**src/rtl/weight_load_ctrl_pkg.sv**
```systemverilog
// ============================================================================
// Module   : wlc_pkg
// Purpose  : Shared constants, state type and helpers for weight_load_ctrl.
// Revision : 1.0 - initial release
// ============================================================================
`default_nettype none

package wlc_pkg;

  localparam int COLS     = 3;
  localparam int WEIGHT_W = 8;

  typedef enum logic [2:0] {
    IDLE   = 3'd0,
    ALIGN  = 3'd1,
    FILL   = 3'd2,
    STREAM = 3'd3,
    DONE   = 3'd4
  } wlc_state_e;

  // Pops needed to drain one tile through the column skew.
  function automatic int stream_len(input int rows);
    return rows + COLS - 1;
  endfunction

endpackage

`default_nettype wire

```
**src/rtl/weight_load_ctrl.sv**
```systemverilog
// ============================================================================
// Module   : weight_load_ctrl
// Purpose  : Loads one ROWS x 3 weight tile into the 3-column weight FIFO,
//            then issues the skewed pop burst and MMU capture window.
//            Optional perf counters are enabled by defining WLC_PERF_CNT_EN.
// Revision : 1.0 - initial release
// ============================================================================
`default_nettype none

module weight_load_ctrl
  import wlc_pkg::*;
#(
  parameter int ROWS  = 3,
  parameter int DEPTH = 4,
  parameter int CNT_W = 16
) (
  input  logic                clk,
  input  logic                rst,
  input  logic                start,
  output logic                busy,
  output logic                done,
`ifdef WLC_PERF_CNT_EN
  output logic [CNT_W-1:0]    tile_count,
  output logic [CNT_W-1:0]    stall_count,
`endif
  input  logic                w_valid,
  output logic                w_ready,
  input  logic [WEIGHT_W-1:0] w_data,
  output logic                push_col0,
  output logic                push_col1,
  output logic                push_col2,
  output logic [WEIGHT_W-1:0] fifo_data,
  output logic                pop,
  output logic                mmu_load_en,
  output logic [2:0]          load_cycle
);

  localparam int BYTES  = COLS * ROWS;
  localparam int SLEN   = stream_len(ROWS);
  localparam int BYTE_W = $clog2(BYTES + 1);
  // Pad debt never exceeds COLS-1, which is below DEPTH.
  localparam int PAD_W  = $clog2(DEPTH);

  wlc_state_e         r_state;
  wlc_state_e         w_next;
  logic [PAD_W-1:0]   r_pad_debt;
  logic [BYTE_W-1:0]  r_byte_cnt;
  logic [1:0]         r_col;
  logic [2:0]         r_strm_cnt;
  logic [COLS-1:0]    w_push;
  logic               w_last_byte;
  logic               w_last_pop;

  assign w_last_byte = (r_byte_cnt == BYTE_W'(BYTES - 1));
  assign w_last_pop  = (r_strm_cnt == 3'(SLEN - 1));

  assign push_col0 = w_push[0];
  assign push_col1 = w_push[1];
  assign push_col2 = w_push[2];

  always_comb begin
    w_next      = r_state;
    busy        = (r_state != IDLE);
    done        = 1'b0;
    w_ready     = 1'b0;
    w_push      = '0;
    fifo_data   = '0;
    pop         = 1'b0;
    mmu_load_en = 1'b0;
    load_cycle  = '0;
    case (r_state)
      IDLE: begin
        if (start) w_next = (r_pad_debt != '0) ? ALIGN : FILL;
      end
      ALIGN: begin
        // Zero pad pushes bring the write pointers level with the read side.
        w_push = '1;
        if (r_pad_debt <= PAD_W'(1)) w_next = FILL;
      end
      FILL: begin
        w_ready = 1'b1;
        if (w_valid) begin
          w_push[r_col] = 1'b1;
          fifo_data     = w_data;
          if (w_last_byte) w_next = STREAM;
        end
      end
      STREAM: begin
        pop         = 1'b1;
        mmu_load_en = 1'b1;
        load_cycle  = r_strm_cnt;
        if (w_last_pop) w_next = DONE;
      end
      DONE: begin
        done   = 1'b1;
        w_next = IDLE;
      end
      default: w_next = IDLE;
    endcase
  end

  always_ff @(posedge clk) begin
    if (rst) begin
      r_state    <= IDLE;
      r_pad_debt <= '0;
      r_byte_cnt <= '0;
      r_col      <= '0;
      r_strm_cnt <= '0;
    end else begin
      r_state <= w_next;
      case (r_state)
        ALIGN: r_pad_debt <= r_pad_debt - PAD_W'(1);
        FILL: begin
          if (w_valid) begin
            if (w_last_byte) begin
              r_byte_cnt <= '0;
              r_col      <= '0;
            end else begin
              r_byte_cnt <= r_byte_cnt + BYTE_W'(1);
              r_col      <= (r_col == 2'(COLS - 1)) ? 2'd0 : r_col + 2'd1;
            end
          end
        end
        STREAM: r_strm_cnt <= w_last_pop ? 3'd0 : r_strm_cnt + 3'd1;
        DONE:   r_pad_debt <= PAD_W'(COLS - 1);
        default: ;
      endcase
    end
  end

`ifdef WLC_PERF_CNT_EN
  always_ff @(posedge clk) begin
    if (rst) begin
      tile_count  <= '0;
      stall_count <= '0;
    end else begin
      if (r_state == DONE && tile_count != '1)
        tile_count <= tile_count + CNT_W'(1);
      if (r_state == FILL && !w_valid && stall_count != '1)
        stall_count <= stall_count + CNT_W'(1);
    end
  end
`else
  logic [CNT_W-1:0] w_unused_perf;
  assign w_unused_perf = '0;
`endif

endmodule

`default_nettype wire

```
**config.mk**
```make
export PLATFORM = sky130hd
export DESIGN_NAME = weight_load_ctrl
export DESIGN_NICKNAME = d
export VERILOG_FILES = /design/src/rtl/weight_load_ctrl_pkg.sv /design/src/rtl/weight_load_ctrl.sv
export SDC_FILE = /design/constraint.sdc
export NUM_CORES = 1
export LEC_CHECK = 0
export CORE_MARGIN = 10
export CORE_UTILIZATION = 45
export CTS_CLUSTER_DIAMETER = 200
export DETAILED_ROUTE_END_ITERATION = 10
export GPL_ROUTABILITY_DRIVEN = 0
export GPL_TIMING_DRIVEN = 0
export HOLD_SLACK_MARGIN = 0.03
export PLACE_DENSITY_LB_ADDON = 0.25
export RECOVER_POWER = 100
export SLEW_MARGIN = 40
export SYNTH_ARGS = -nofsm -noshare
export SYNTH_HDL_FRONTEND = slang
export SYNTH_SLANG_ARGS = --single-unit
export TNS_END_PERCENT = 50
```
**constraint.sdc**
```tcl
create_clock -name clk -period 3.3 [get_ports clk]
set_input_delay 0.66 -clock clk [delete_from_list [all_inputs] [get_ports clk]]
set_output_delay 0.66 -clock clk [all_outputs]
set_load 0.01 [all_outputs]
```
==> results.md <==
- Run status: completed
- Synthesized flop and latch total: 14
- Die area: about 0.0042 sq mm
- PwrDens: ~640 mW/mm^2
- Vias in the first global route: between 800 and 900
- CTS-repair resized insts: 0
- Period utilization: roughly 95%
- Worst min path class: reg -> reg
- Area delta synth->final: 40.7%
- Commonest cells after routing, fill and taps aside: 19 x nor2_1, 18 x clkdlybuf4s50_1, 14 x dfxtp_1, 12 x dlygate4sd3_1, 11 x a21oi_1
- First-pass GRT wire length: roughly 3600 um
- Seq/Total Area, Yosys: between 30% and 40%
- N_diodes: 0
- Final ANT Viol Nets: 0
- Yosys cell types: 31
- Final setup vio count: 0
- CP Launch Type: primary input
- H-tree lvl count: 1
- 1st-iter DRT viols: 20
- Worst-path clk slew: around 0.090 ns
- Post-route setup TNS: 0 ns
- Final Max Tran Viols: 0
- Largest area contributor in the netlist: dfxtp_1
- Clk root buf: clkbuf_4
- RSZ-0062 raised after global routing: no
- Vias: 896
- DR DRC count: 0
- Mean Syn Cell Area: roughly 8 sq um
- Core ar.: ~0.002 sq mm
- Worst Setup End Kind: output port
- Yosys warnings: 0
- CTS tree: built
- Final hold viol count: 0
- GRT overflow: 0
- Leakage Power: approximately 0.00054 uW
- Largest net degree at the start of global routing: 11
- Die height: between 60 and 70 um
- Layout Utilization: between 60% and 70%
- # IOs: 31
- Ranking of synthesized cells by area: dfxtp_1 31%, ha_1 8.3%, nor2_1 7.9%
- Clk sinks: 14
- Max-cap viol count: 0
- Total GRT Usage: 10.3%
- Worst clock skew: 0.00201 ns
- Top cell type's share of synthesized area: between 30% and 40%
- Initial antenna violation count: 0
- DRT Pass-1 Iters: 4
- WS Path Type: in -> out
- Rel. slew slack: 70.0%
- Die W: 64.8 um
- Wire per inst: around 12 um
- Initial Utilization: a little under half
- Place WS: roughly 0.17 ns
- Most common cell after layout, fill and taps aside: nor2_1
- Hold_buf cts: 0
- Syn Inst Count: ~120
- Final WL: between 2000 and 2500 um
- Num CTS Buffers: 3
- CP Data Required Time: between 2 and 3 ns
- F_max: approximately 320 MHz
- CTS Buffer Depth: 2
- Skew-Pair Late Insertion Delay: around 0.28 ns
- Worst-path maximum fanout: 10
- Mapped cell area: roughly 900 sq um
- Vias/cell: about 5.1
- Fraction of layout instances using a drive strength above 1: roughly 6%
- Synthesized Nets: ~130
- Fin nets: between 150 and 200
- Worst-margin pin slew: ~0.45 ns
- Setup WS post-layout: 0.154 ns
- Final min period: around 3.1 ns
- Count of input and output buffers: 30
- Peak VDD IR: between 0.4 and 0.5 mV
- Post-DP HPWL: between 1500 and 2000 um
- Setup bufs post-CTS: 0
- Row cnt: 16
- Worst path arrival time: ~2.5 ns
[layout make-up]
type / instances / area [sq um]
fill: 181 / 671
inverter: 8 / 30.0
tap: 27 / 33.8
buffer: 7 / 38.8
clock buffer: 4 / 36.3
multi-input combinational: 87 / 552
timing repair buffer: 30 / 300
sequential: 14 / 280
[synth_stat cells, drive strengths merged]
cell / count
nor2b: 3
a221o: 1
a2bb2oi: 1
nand2b: 2
clkbuf: 2
a22oi: 2
a21oi: 11
o21ai: 2
nand3b: 3
nor3b: 2
mux2i: 2
buf: 5
dfxtp: 14
and4bb: 1
nand4bb: 1
nand2: 8
nor2: 19
nor3: 2
and3b: 2
a41oi: 1
inv: 8
or3: 2
and2: 9
mux2: 1
a311oi: 1
ha: 6
a31o: 1
a21o: 2
a211oi: 2
[critical path: stages]
cell and delay [ns]:
clkdlybuf4s50_1 0.53, and4bb_1 0.29, clkbuf_1 0.29, and2_0 0.18, clkdlybuf4s50_1 0.54
[routing by layer]
layer	vias up	track usage [%]	wire length, um
li1	460	-	-
met1	418	10.4	893
met2	16	19.7	1170
met3	2	4.12	112
met4	0	1.60	6
met5	-	0	0
[path summary, 6_finish.rpt]
kind,startpoint,endpoint,slack (ns),cells after the start
worst max-delay path,w_valid,fifo_data[5],0.15,5
worst min-delay path,r_strm_cnt[1],r_strm_cnt[1],0.48,2
worst max register to register,r_state[1],r_state[0],1.60,5
worst min register to register,r_strm_cnt[1],r_strm_cnt[1],0.48,2
[power breakdown]
group,internal [uW],switching [uW]
logic,232,229
registers,201,22.3
clock network,67.2,57.0
total,500,308
[metrics by stage]
stage	hold slack (ns)	total power, uW	cell area, sq um	instances
after global routing	0.515	881	1270	177
after global placement	0.462	702	1240	173
after detailed placement	0.470	713	1240	173
final	0.485	808	1270	177
after floorplan	0.435	532	903	116
after CTS	0.487	839	1270	177
[cells by family (layout without fill, tap and decap cells)]
family,Yosys count,after routing,synth area share [%]
buffers and inverters,15,49,7.89
AOI/OAI and AO/OA,24,24,17.2
DFF,14,14,31.0
adders and majority gates,6,6,8.31
and+or+nand+nor,54,54,32.1
muxes,3,3,3.46
[registers in the layout, summed over array words and instances (netlist names)]
name and count:
r_byte_cnt 4, r_col 2, r_strm_cnt 3, r_state 3, r_pad_debt 2
(Power assumes the default switching activity.)
